`src/rtl/median_io_ctrl_pkg.sv`:
```
// median_io_ctrl_pkg: shared widths, result count and state encoding for the MEDIAN frame path
package median_io_ctrl_pkg;
  localparam int A_WIDTH = 8;
  localparam int D_WIDTH = 8;
  localparam int R_WIDTH = 3;
  localparam int N_RES = 2 ** (A_WIDTH - R_WIDTH);
  typedef enum logic [3:0] {IDLE, LOAD, GO, WAIT, RD_ISSUE, RD_WAIT, RD_CAP, SEND, FIN} state_t;
endpackage

```
`src/rtl/median_io_ctrl.sv`:
```
// median_io_ctrl: loads a frame into sample memory A, kicks MEDIAN, then streams the result memory out
module median_io_ctrl import median_io_ctrl_pkg::*; #(
  parameter int A_WIDTH = median_io_ctrl_pkg::A_WIDTH,
  parameter int D_WIDTH = median_io_ctrl_pkg::D_WIDTH,
  parameter int R_WIDTH = median_io_ctrl_pkg::R_WIDTH,
  localparam int J_WIDTH = A_WIDTH - R_WIDTH
) (
  input  logic               Clk,
  input  logic               Rst,
  input  logic               Start,
  input  logic               In_Valid,
  output logic               In_Ready,
  input  logic [D_WIDTH-1:0] In_Data,
  output logic [A_WIDTH-1:0] A_Addr,
  output logic [D_WIDTH-1:0] A_WData,
  output logic               A_RW,
  output logic               A_EN,
  output logic               Go,
  input  logic               Done,
  output logic [J_WIDTH-1:0] Out_Addr,
  output logic               Out_RW,
  output logic               Out_EN,
  input  logic [D_WIDTH-1:0] Out_Data,
  output logic               Res_Valid,
  input  logic               Res_Ready,
  output logic [D_WIDTH-1:0] Res_Data,
  output logic               Busy,
  output logic               Frame_Done
);
  state_t state, state_n;
  logic [A_WIDTH-1:0] cnt, cnt_n, a_addr_n;
  logic [J_WIDTH-1:0] j, j_n, out_addr_n;
  logic [D_WIDTH-1:0] a_wdata_n, res_data_n;
  logic a_wr_n, go_n, out_en_n, res_valid_n, fd_n;
  assign Out_RW = 1'b0;
  always_comb begin
    state_n = state;
    cnt_n = cnt;
    j_n = j;
    a_addr_n = A_Addr;
    a_wdata_n = A_WData;
    a_wr_n = 1'b0;
    go_n = 1'b0;
    out_en_n = 1'b0;
    out_addr_n = Out_Addr;
    res_valid_n = Res_Valid;
    res_data_n = Res_Data;
    fd_n = 1'b0;
    case (state)
      IDLE: if (Start) begin
        state_n = LOAD;
        cnt_n = '0;
        j_n = '0;
      end
      LOAD: if (In_Valid && In_Ready) begin
        a_wr_n = 1'b1;
        a_addr_n = cnt;
        a_wdata_n = In_Data;
        cnt_n = cnt + 1'b1;
        state_n = &cnt ? GO : LOAD;
      end
      GO: begin
        go_n = 1'b1;
        state_n = WAIT;
      end
      WAIT: state_n = Done ? RD_ISSUE : WAIT;
      RD_ISSUE: begin
        out_en_n = 1'b1;
        out_addr_n = j;
        state_n = RD_WAIT;
      end
      RD_WAIT: state_n = RD_CAP;
      RD_CAP: begin
        res_data_n = Out_Data;
        res_valid_n = 1'b1;
        state_n = SEND;
      end
      SEND: if (Res_Ready) begin
        res_valid_n = 1'b0;
        j_n = j + 1'b1;
        fd_n = &j;
        state_n = &j ? FIN : RD_ISSUE;
      end
      default: state_n = IDLE;
    endcase
  end
  always_ff @(posedge Clk or negedge Rst)
    if (!Rst) state <= IDLE;
    else state <= state_n;
  always_ff @(posedge Clk or negedge Rst) begin
    if (!Rst) begin
      cnt <= '0;
      j <= '0;
      In_Ready <= 1'b0;
      A_Addr <= '0;
      A_WData <= '0;
      A_RW <= 1'b0;
      A_EN <= 1'b0;
      Go <= 1'b0;
      Out_Addr <= '0;
      Out_EN <= 1'b0;
      Res_Valid <= 1'b0;
      Res_Data <= '0;
      Busy <= 1'b0;
      Frame_Done <= 1'b0;
    end else begin
      cnt <= cnt_n;
      j <= j_n;
      In_Ready <= state_n == LOAD;
      A_Addr <= a_addr_n;
      A_WData <= a_wdata_n;
      A_RW <= a_wr_n;
      A_EN <= a_wr_n;
      Go <= go_n;
      Out_Addr <= out_addr_n;
      Out_EN <= out_en_n;
      Res_Valid <= res_valid_n;
      Res_Data <= res_data_n;
      Busy <= state_n != IDLE;
      Frame_Done <= fd_n;
    end
  end
endmodule

```
`config.mk`:
```
export PLATFORM = sky130hd
export DESIGN_NAME = median_io_ctrl
export DESIGN_NICKNAME = d
export VERILOG_FILES = /design/src/rtl/median_io_ctrl_pkg.sv /design/src/rtl/median_io_ctrl.sv
export SDC_FILE = /design/constraint.sdc
export NUM_CORES = 1
export LEC_CHECK = 0
export CORE_MARGIN = 10
export CORE_UTILIZATION = 43
export DETAILED_ROUTE_END_ITERATION = 6
export GPL_TIMING_DRIVEN = 0
export HOLD_SLACK_MARGIN = 0.15
export PLACE_DENSITY = 0.87
export SYNTH_ARGS = -nofsm -noshare
export SYNTH_HDL_FRONTEND = slang
export SYNTH_SLANG_ARGS = --single-unit
```
`constraint.sdc`:
```
create_clock -name Clk -period 1.9 [get_ports Clk]
set_input_delay 0.38 -clock Clk [delete_from_list [all_inputs] [get_ports Clk]]
set_output_delay 0.38 -clock Clk [all_outputs]
set_load 0.1 [all_outputs]
```
==> out/qor.txt <==
status: finished clean
category of cells accounting for the largest share of critical-path delay: buffers and inverters
number of global-route vias before repair: 1799
min-delay src: A_WData[5]
count of flip-flops with a built-in enable after synthesis: 0
global-route wire length before repair: 8.44 mm
leading area contributor after synthesis: dfrtp_1
estimated wirelength of the detail-placed design: 3.71 mm
worst reg-to-reg setup slack: 0.08 ns
Psw: 1.09 mW
Post-DP Area: 2970 µm²
via total after detailed routing: 1693
final instance area: 2950 µm²
internal power: 1.69 mW
share of flip-flops with an asynchronous set or reset: 100%
net count of the finished layout: 307
share of synthesized area occupied by flip-flops and latches: 58.3%
critical-path cell with the highest stage delay: clkdlybuf4s15_1
Post-Route WL: 4.84 mm
latest clock arrival within the worst-skew pair: 0.30 ns
yosys warns: 0
Pins Over Slew Limit: 0
number of design-rule violations left by the first detailed-router iteration: 81
DRC violation count after routing: 0
area of the mapped netlist: 2280 µm²
Worst Setup End Kind: output port
placer congestion estimate: 0.844
# diodes: 0
share of total power in the clock network: 21.8%
fraction of layout cells with a size suffix above 1: 24.4%
logic depth of the worst register-to-register path: 8
final worst hold slack: 0.477 ns
setup TNS: 0 ns
core footprint: 5110 µm²
critical path capture point: A_Addr[7]
PnR worst setup slack: 0.0417 ns
Max Buffers Root-to-Sink: 2
maximum fanout along the worst path: 2
Buffers & Inverters on Critical Path: 1
count of endpoints failing hold in the final timing report: 0
overflow left after global routing: 0
final standard cell count with taps included and fillers excluded: 353
pin slew with the least headroom to its limit: 0.966 ns
Hold Crit Class: reg2reg
synthesized area per cell: 10.6 µm²
Rows: 26
largest net degree at the start of global routing: 31
number of detailed-routing iterations run before antenna repair: 4
Period Utilization, post-route: 97.8%
post-placement worst setup slack: -0.232 ns
Synth top area share: 58.3%
final setup fails: 0
worst clock skew: 0.00707 ns
via density per instance: 4.80
TritonCTS Sinks: 53
number of ports placed on the die boundary: 60
antenna violations before repair: 0
Comb power frac: 29.4%
end of the worst register-to-register path: A_Addr[2]
synth cell count leaders: 56 x nand2_1, 53 x dfrtp_1, 14 x mux2_2, 14 x nor2_1, 10 x nand3_1
Crit Path Class: reg2out
layout filler cell count: 469
CP arrival: 1.48 ns
worst r2r src: state[2]
cts bufs inserted: 5
Peak VDD IR: 0.000524 V
post-synth net total: 239
Initial Util: 44.6%
most used standard cell by instance count after synthesis: nand2_1
ordered list of cells on the worst path: clkdlybuf4s15_1
root buffer cell: clkbuf_8
proportion of total power due to net switching: 39.1%
Worst Setup SP: A_Addr[7]
leakage power: 1.46 nW
flip-flop cell with the highest count after synthesis: dfrtp_1
clk slew on worst S/H paths: 0.09 ns
power density of the placed cells: 939 nW/µm²
Tot GR Track Use: 11.8%
cells taking the most area after synthesis: dfrtp_1 58%, nand2_1 9.2%, mux2_2 6.9%, nor2_1 2.3%, nand3_1 2.2%
instance count after placement with tap cells included: 343
number of distinct library cells after synthesis: 35
post-layout min period: 1.86 ns
number of buffer cells added on primary ports: 58
area of the die: 8600 µm²
Critical Path Stages: 1
startpoint kind of the worst setup timing path: flop
worst relative slew slack: 35.8%
synthesis-to-finish area growth: 29.8%
part of the power in registers: 48.8%
number of routed nets with antenna violations: 0
crit-path max cell delay: 0.82 ns
Die H: 92.8 µm
H-tree levels: 2
TritonCTS clock tree: yes
die span in x: 92.8 µm
wire per inst: 13.7 µm
instance count of the mapped netlist: 214
required time at the endpoint of the critical path: 1.52 ns
Synth Register Bits: 53
max cap viols: 0
peak clock frequency supported by timing: 538 MHz
cells in the final DEF, fill, tap and decap left out, types with 3 or more instances in the layout:
| cell | instances |
|---|---|
| nand3_1 | 9 |
| dfrtp_1 | 51 |
| buf_4 | 3 |
| clkdlybuf4s15_1 | 6 |
| nor2_1 | 13 |
| xnor2_1 | 5 |
| buf_2 | 3 |
| buf_6 | 4 |
| nor4_1 | 3 |
| clkbuf_1 | 6 |
| clkbuf_2 | 26 |
| nand2_1 | 56 |
| inv_1 | 4 |
| o21ai_0 | 7 |
| nor3_1 | 4 |
| clkbuf_8 | 5 |
| a21oi_1 | 3 |
| mux2i_1 | 3 |
| clkdlybuf4s50_1 | 20 |
| clkdlybuf4s15_2 | 3 |
| ha_1 | 3 |
| mux2_2 | 14 |
power groups by stage:
stage / clock [mW] / sequential [mW] / combinational, mW
2_1_floorplan: 0 / 1.81 / 0.185
3_3_place_gp: 0 / 1.38 / 0.853
3_5_place_dp: 0 / 1.38 / 0.871
4_1_cts: 0.618 / 1.36 / 0.842
5_1_grt: 0.667 / 1.38 / 0.869
6_report: 0.604 / 1.35 / 0.815
repair_timing:
item / 4_1_cts / 5_1_grt
endpoints found under the setup margin: 45 / 46
hold endpoints to repair: 23 / 0
resized for setup: 63 / 43
setup buffers: 0 / 1
hold buffers: 1 / 0
pin swaps: 0 / 1
layout make-up:
cell class / count / area (µm²) / area share, %
Buffer: 11 / 81.3 / 2.75
Timing Repair Buffer: 61 / 484 / 16.4
Multi-Input combinational cell: 145 / 858 / 29.1
Inverter: 5 / 31.3 / 1.06
Clock buffer: 8 / 80.1 / 2.71
Sequential cell: 53 / 1330 / 45.1
Tap cell: 70 / 87.6 / 2.96
flip-flops by register name (all words and copies together) (netlist names):
name and flops:
Busy 1, cnt 8, Out_Addr 5, Go 1, Out_EN 1, In_Ready 1
Res_Valid 1, A_EN 1, Res_Data 8, A_WData 8, A_Addr 8, state 4
Frame_Done 1, j 5
through the flow:
| stage | total power, mW | utilization (%) |
|---|---|---|
| floorplan | 1.99 | - |
| global placement | 2.23 | 57.8 |
| detailed placement | 2.25 | 58.1 |
| CTS | 2.82 | 59.6 |
| global route | 2.92 | 57.8 |
| finish | 2.77 | 57.8 |
logic make-up (layout without fill, tap and decap cells):
group / after synthesis / count (layout) / share of synthesized area (%)
compound gates: 17 / 17 / 4.78
xor+xnor: 5 / 5 / 1.92
fa+ha+maj: 3 / 3 / 1.65
buf+inv: 16 / 85 / 4.56
flops: 53 / 53 / 58.3
mux: 17 / 17 / 8.25
other cells: 1 / 1 / 0.165
simple gates: 102 / 102 / 20.4
layer usage:
| layer | global-route usage, % | wire length (µm) |
|---|---|---|
| met3 | 4.04 | 317 |
| met4 | 4.24 | 58 |
| met5 | 0 | 0 |
| met2 | 20.1 | 2430 |
| met1 | 13.5 | 2040 |
how the worst min path moves through the flow:
stage | to | depth (start not counted)
after floorplan | A_Addr[0] | 0
after global placement | A_WData[7] | 2
after detailed placement | A_EN | 1
after CTS | A_WData[5] | 2
after global routing | A_Addr[7] | 2
final | A_WData[5] | 2
Power figures use the tool's default switching activity.
